===== src/rtl/rr_packet_sender.sv =====
// Round-robin packet sender: picks the next non-empty FIFO channel, streams its head
// packet word by word under out_ready backpressure, checks size/CRC, then pops it.
module rr_packet_sender #(
  parameter int UWIDTH    = 8,
  parameter int PTR_IN_SZ = 4,
  parameter int N_CH      = 4,
  parameter int CH_SZ     = 2,
  parameter int CRC_CHECK = 1
) (
  input  logic                     clk,
  input  logic                     rst,
  input  logic [N_CH-1:0]          rempty,
  input  logic [N_CH*UWIDTH-1:0]   rdata,
  output logic [N_CH-1:0]          rinc,
  output logic [PTR_IN_SZ-1:0]     raddr_in,
  input  logic                     out_ready,
  output logic                     packet_valid,
  output logic [UWIDTH-1:0]        packet_out,
  output logic                     packet_sop,
  output logic                     packet_eop,
  output logic [CH_SZ-1:0]         packet_ch,
  output logic                     crc_err,
  output logic                     size_err
);
  localparam int MAX_SIZE = 2**PTR_IN_SZ - 4;

  typedef enum logic [1:0] {IDLE, SEND, POP} state_t;

  state_t                state_q, state_d;
  logic [PTR_IN_SZ-1:0]  raddr_q, raddr_d;
  logic [PTR_IN_SZ-1:0]  eop_addr_q, eop_addr_d;
  logic                  size_vld_q, size_vld_d;
  logic                  size_ovf_q, size_ovf_d;
  logic [UWIDTH-1:0]     crc_q, crc_d;
  logic [CH_SZ-1:0]      grant_q, grant_d;
  logic [CH_SZ-1:0]      last_q, last_d;

  logic [N_CH-1:0]       rot;
  logic                  found;
  logic [CH_SZ-1:0]      pick;
  int                    off, pick_i, size_eff;
  logic [UWIDTH-1:0]     cur_word;
  logic                  at_eop;

  assign cur_word  = rdata[int'(grant_q)*UWIDTH +: UWIDTH];
  assign raddr_in  = raddr_q;
  assign packet_ch = grant_q;

  // Rotate the request vector so bit 0 is the channel just after last_grant.
  always_comb begin
    rot    = N_CH'(({~rempty, ~rempty} >> last_q) >> 1);
    found  = |rot;
    off    = 0;
    for (int i = N_CH-1; i >= 0; i--)
      if (rot[i]) off = i;
    pick_i = int'(last_q) + 1 + off;
    if (pick_i >= N_CH) pick_i = pick_i - N_CH;
    pick   = CH_SZ'(pick_i);
  end

  always_comb begin
    state_d      = state_q;
    raddr_d      = raddr_q;
    eop_addr_d   = eop_addr_q;
    size_vld_d   = size_vld_q;
    size_ovf_d   = size_ovf_q;
    crc_d        = crc_q;
    grant_d      = grant_q;
    last_d       = last_q;
    rinc         = '0;
    packet_valid = 1'b0;
    packet_out   = '0;
    packet_sop   = 1'b0;
    packet_eop   = 1'b0;
    crc_err      = 1'b0;
    size_err     = 1'b0;
    at_eop       = 1'b0;
    size_eff     = 0;
    case (state_q)
      IDLE: begin
        if (found) begin
          grant_d    = pick;
          raddr_d    = '0;
          crc_d      = '0;
          size_vld_d = 1'b0;
          size_ovf_d = 1'b0;
          state_d    = SEND;
        end
      end
      SEND: begin
        at_eop       = size_vld_q && (raddr_q == eop_addr_q);
        packet_valid = 1'b1;
        packet_out   = cur_word;
        packet_sop   = (raddr_q == '0);
        packet_eop   = at_eop;
        if (out_ready) begin
          if (at_eop) begin
            crc_err  = (CRC_CHECK != 0) && (crc_q != cur_word);
            size_err = size_ovf_q;
            raddr_d  = '0;
            state_d  = POP;
          end else begin
            crc_d   = crc_q ^ cur_word;
            raddr_d = raddr_q + 1'b1;
            // Oversized packets are truncated: the crc is taken at word MAX_SIZE+3.
            if (raddr_q == PTR_IN_SZ'(2)) begin
              size_ovf_d = (cur_word > UWIDTH'(MAX_SIZE));
              size_eff   = size_ovf_d ? MAX_SIZE : int'(cur_word);
              eop_addr_d = PTR_IN_SZ'(size_eff + 3);
              size_vld_d = 1'b1;
            end
          end
        end
      end
      POP: begin
        rinc    = N_CH'(1) << grant_q;
        last_d  = grant_q;
        state_d = IDLE;
      end
      default: state_d = IDLE;
    endcase
  end

  always_ff @(posedge clk) begin
    if (rst) begin
      state_q    <= IDLE;
      raddr_q    <= '0;
      eop_addr_q <= '0;
      size_vld_q <= 1'b0;
      size_ovf_q <= 1'b0;
      crc_q      <= '0;
      grant_q    <= '0;
      last_q     <= CH_SZ'(N_CH-1);
    end else begin
      state_q    <= state_d;
      raddr_q    <= raddr_d;
      eop_addr_q <= eop_addr_d;
      size_vld_q <= size_vld_d;
      size_ovf_q <= size_ovf_d;
      crc_q      <= crc_d;
      grant_q    <= grant_d;
      last_q     <= last_d;
    end
  end
endmodule


===== config.mk =====
export PLATFORM = sky130hd
export DESIGN_NAME = rr_packet_sender
export DESIGN_NICKNAME = d
export VERILOG_FILES = /design/src/rtl/rr_packet_sender.sv
export SDC_FILE = /design/constraint.sdc
export NUM_CORES = 1
export LEC_CHECK = 0
export BUFFER_PORTS_ARGS = -buffer_cell sky130_fd_sc_hd__buf_2
export CAP_MARGIN = 20
export CORE_MARGIN = 2
export CORE_UTILIZATION = 53
export CTS_CLUSTER_DIAMETER = 30
export DETAILED_ROUTE_END_ITERATION = 6
export PLACE_DENSITY = 0.84
export SYNTH_ARGS = -nofsm -noshare
export SYNTH_HDL_FRONTEND = slang
export SYNTH_SLANG_ARGS = --single-unit
export TNS_END_PERCENT = 50

===== constraint.sdc =====
create_clock -name clk -period 5.4 [get_ports clk]
set_clock_uncertainty 0.1 [all_clocks]
set_input_delay 0.27 -clock clk [delete_from_list [all_inputs] [get_ports clk]]
set_output_delay 0.27 -clock clk [all_outputs]
set_load 0.01 [all_outputs]

* After elaboration in Yosys (flattened, before gate mapping) *
Cells that the tools add are included.

word-level totals
  logic and storage cells = 80
  input bits = 39
  output and inout bits = 23
  bits in registers = 24

cells by class
  $lt $le $gt $ge = 2
  bitwise gates (word level) = 3
  mux-type cells = 38
  reductions and logical operators = 11
  add/subtract/negate cells = 5
  shift-type cells = 3
  equal/unequal tests = 10

operators by type and width
  kind                                                                                   number
  4-bit by 32-bit adder with 32-bit output                                               1
  32-bit by 4-bit greater-or-equal comparator with 1-bit output (second input constant)  1
  32-bit two-way mux                                                                     1
  8-bit two-way mux                                                                      4
  32-bit by 6-bit variable part select with 8-bit output                                 1
  4-bit two-way mux                                                                      5
  1-bit two-way mux                                                                      16
  8-bit one-hot mux with 2 select lines                                                  1
  2-bit two-way mux                                                                      7
  2-bit inequality test (second input constant)                                          5
  8-bit by 4-bit greater-than comparator with 1-bit output (second input constant)       1
  8-bit inequality test                                                                  1
  4-bit one-hot mux with 2 select lines                                                  1
  4-bit AND reduction                                                                    2
  8-bit by 2-bit right shift with 5-bit output                                           1
  8-bit XOR                                                                              1
  3-bit AND reduction                                                                    2
  5-bit AND reduction                                                                    1
  4-bit by 1-bit adder with 4-bit output (second input constant)                         1
  4-bit by 2-bit adder with 4-bit output (second input constant)                         1
  4-bit by 2-bit equality test with 1-bit output (second input constant)                 1
  4-bit equality test                                                                    1
  4-bit logical NOT                                                                      1
  4-bit inverter                                                                         1
  13 further kinds                                                                       14

* Longest topological paths before layout *
  depth in word-level cells = 9
  mapped depth = 11
  mapped depth without buffers = 10

* Worst setup path before layout *
OpenSTA, ideal clock, no wires.

  path kind = reg2reg
  start point = register grant_q[0] (netlist: packet_ch[0])
  end point = register eop_addr_q[2]
  buffers on the path = 1
  required time = 5.154 ns
  period minus slack after synthesis = 2.663 ns
  slack = 2.737 ns
  arrival time = 2.417 ns
  setup time = 0.146 ns
  stages on the path, launching flop included = 9
  cell sequence = dfxtp_1 buf_6 mux4_2 or4_4 a21oi_1 nand2_1 ha_1 xnor2_1 a211oi_2

on the way
  cells in the longest elaborated chain, start to end = 4

ends and longest elaborated chain
  what                                                        RTL line  RTL
  start, declared                                             35        logic [CH_SZ-1:0] grant_q, grant_d;
  start signal, assigned                                      141       grant_q <= grant_d;
  32-bit by 6-bit variable part select with 8-bit output (*)  45        assign cur_word = rdata[int'(grant_q)*UWIDTH +: UWIDTH];
  8-bit by 4-bit greater-than comparator with 1-bit output    107       size_ovf_d = (cur_word > UWIDTH'(MAX_SIZE));
  4-bit two-way mux (*)                                       108       size_eff = size_ovf_d ? MAX_SIZE : int'(cur_word);
  4-bit by 2-bit adder with 4-bit output (*)                  109       eop_addr_d = PTR_IN_SZ'(size_eff + 3);
  end signal, assigned                                        137       eop_addr_q <= eop_addr_d;
  end, declared                                               31        logic [PTR_IN_SZ-1:0] eop_addr_q, eop_addr_d;

Every way passes the cells marked *; elsewhere a longest branch is shown, timed or not.
A chain may end at the register's enable or synchronous reset.

* Worst setup path after layout *
Same ends and word-level chain as after synthesis.

==> flow_summary.json <==
{
  "worstHoldEndpoint": "state_q[0]",
  "numCtsBuffers": 3,
  "rsz0062_at_grt": "false",
  "cpMaxStageDelayCell": "dfxtp_1",
  "drt_iter0_drc": 71,
  "synth.most_common_cell": "dfxtp_1",
  "cts_max_level": 1,
  "end_kind": "flip-flop",
  "gp_congestion": 0.795,
  "finalCritPeriodShare": 0.583,
  "setup_ws_ns": 2.25,
  "clkLatencyLatePin_ns": 0.33,
  "post_drt_wl_per_cell_um": 14.3,
  "dieWidth_um": 60.2,
  "vias": 1707,
  "cp_top_family": "flip-flops",
  "clock-root-buffer": "clkbuf_4",
  "ios": 62,
  "synth_area_um2": 1680,
  "rrSetupSlack_ns": 2.25,
  "synthesis.nets": 243,
  "synthTopCellsByArea": "dfxtp_1, mux4_2, a21oi_1",
  "ant_nets": 0,
  "synth_cell_types": 35,
  "slew_violations": 0,
  "async_reset_ff_frac": 0,
  "worstHoldPathType": "input pin to flip-flop",
  "clk_transition_reported_paths_ns": 0.15,
  "nFillCells": 269,
  "synth-main-ff-cell": "dfxtp_1",
  "fin_util": 0.676,
  "yosysTopAreaCellShare": 0.287,
  "grt_pass1_wl_um": 6520,
  "cap_viol_max_count": 0,
  "hold_viol_final": 0,
  "slowest_delay_ns": 0.77,
  "finalSetupViolCount": 0,
  "cts_setup_buffers": 0,
  "power.leakage_nw": 0.914,
  "nets": 300,
  "start_util": 0.553,
  "crit_arrival_ns": 3.25,
  "clock-sinks": 24,
  "dp.cells": 295,
  "outcome": "complete, no violations",
  "r2r-end": "eop_addr_q[2]",
  "drive_gt1_frac": 0.298,
  "core_area_um2": 3030,
  "grt_usage": 0.237,
  "crit_fanout": 14,
  "crit_required_ns": 5.51,
  "row_count": 20,
  "critPathLaunch": "packet_ch[0]",
  "crit_type": "flip-flop to flip-flop",
  "port_buffers": 61,
  "drcViolationCount": 0,
  "worstMarginPinSlew_ns": 1.02,
  "start_kind": "flip-flop",
  "fmax_mhz": 318,
  "cts_max_path_buffers": 2,
  "min_period_ns": 3.15,
  "p_total_mw": 0.520,
  "ys_seq_area_frac": 0.287,
  "crit_buf_inv": 0,
  "syn_avg_cell_area_um2": 8.42,
  "hold_depth": 3,
  "yosys-top-cells-count": "dfxtp_1, nor2_1, a21oi_1, nand2_1, nand2b_1",
  "rr_worst_depth": 7,
  "power_density_nw_per_um2": 254,
  "grt_pass1_vias": 1511,
  "vias_per_cell": 5.71,
  "final_cells": 299,
  "syn_inst": 199,
  "ir_drop_v": 0.000136,
  "dieHeight_um": 60.2,
  "yosys.area.top_type": "dfxtp_1",
  "synth_edf_count": 0,
  "area_delta_synth_final_pct": 22.2,
  "ys_warn_count": 0,
  "slew_headroom": 0.320,
  "wirelength_um": 4270,
  "diodes": 0,
  "pre_cts_slack_ns": 2.28,
  "cts_resized": 0,
  "r2r-start": "packet_ch[0]",
  "overflow": 0,
  "first_pass_iters": 4,
  "crit_chain": "mux4_1, or4_4, a21oi_1, nand2_1, ha_1, xnor2_1, a211oi_2",
  "die_area_um2": 3630,
  "cts_tree": "built",
  "hold_start": "out_ready",
  "grt_max_degree": 20,
  "final.setup.tns_ns": 0,
  "ys_ff_latch": 24,
  "antenna_found_initial": 0,
  "hold_buffers": 0,
  "dpl.hpwl_um": 3160
}
[stage by stage]
stage,instance area (um2),hold WS (ns)
finish,2050,0.176
global route,2050,0.191
CTS,2050,0.180
detailed placement,1990,0.369
global placement,1990,0.363
floorplan,1680,0.342
[area by class of cell]
type,count,area (um2),share of cell area
sequential,24,480,0.235
clock inverter,1,30.0,0.0147
clock buffer,3,22.5,0.0110
timing repair buffer,61,305,0.149
multi-input combinational,158,1120,0.549
inverter,8,30.0,0.0147
tap,44,55.1,0.0269
[cell usage in the layout, fill, tap and decap left out, types with 2 or more instances in the layout]
cell type / Yosys / routed
a21o_1: 2 / 2
nand4_1: 4 / 4
o32ai_1: 2 / 2
ha_1: 5 / 5
nor4_1: 2 / 2
and3_1: 3 / 3
mux4_2: 7 / 7
o211ai_1: 2 / 2
a211oi_2: 2 / 2
nand3b_1: 3 / 3
and2_1: 9 / 9
nand2_1: 18 / 18
o21ai_0: 2 / 2
nand2b_1: 12 / 12
a21oi_1: 18 / 18
a31oi_1: 10 / 10
a211oi_1: 4 / 4
inv_1: 8 / 8
clkbuf_4: 0 / 3
mux2i_1: 4 / 4
nor3_1: 3 / 3
xnor2_1: 6 / 6
dfxtp_1: 24 / 24
nor2_1: 19 / 19
buf_2: 0 / 61
xor2_1: 9 / 9
nand3_1: 5 / 5
[power by group]
group / switching [mW] / internal [mW]
clock: 0.0626 / 0.0751
sequential: 0.0324 / 0.207
combinational: 0.0715 / 0.0718
total: 0.167 / 0.354
[kinds of logic after synthesis]
| group | synth area share |
|---|---|
| compound gates | 0.178 |
| xor+xnor | 0.0784 |
| fa+ha+maj | 0.0373 |
| buf+inv | 0.0426 |
| flops | 0.287 |
| mux | 0.134 |
| simple gates | 0.243 |
[state kept, by name (all words and copies together) (netlist names)]
| signal | flops |
|---|---|
| size_vld_q | 1 |
| crc_q | 8 |
| raddr_in | 4 |
| size_ovf_q | 1 |
| packet_ch | 2 |
| state_q | 2 |
| eop_addr_q | 4 |
| last_q | 2 |
[how the worst max path moves through the flow]
stage	end	slack [ns]	cells past startpoint
floorplan	eop_addr_q[2]	2.74	8
global placement	eop_addr_q[2]	2.36	7
detailed placement	eop_addr_q[2]	2.28	7
CTS	eop_addr_q[2]	2.24	7
global route	eop_addr_q[2]	2.06	7
finish	eop_addr_q[2]	2.25	7
[routing by layer]
metal | GRT usage | vias to the layer above | share of wire
met4 | 0.0921 | 0 | 0.013
met1 | 0.316 | 814 | 0.45
met2 | 0.391 | 55 | 0.50
li1 | - | 831 | -
met3 | 0.0238 | 7 | 0.039
met5 | 0 | - | 0
[worst min-delay path, delay by kind of cell]
kind                   cells  cell delay, ns
buffers and inverters      1            0.12
AO/OA/AOI/OAI              2            0.18
Power figures use the tool's default switching activity.
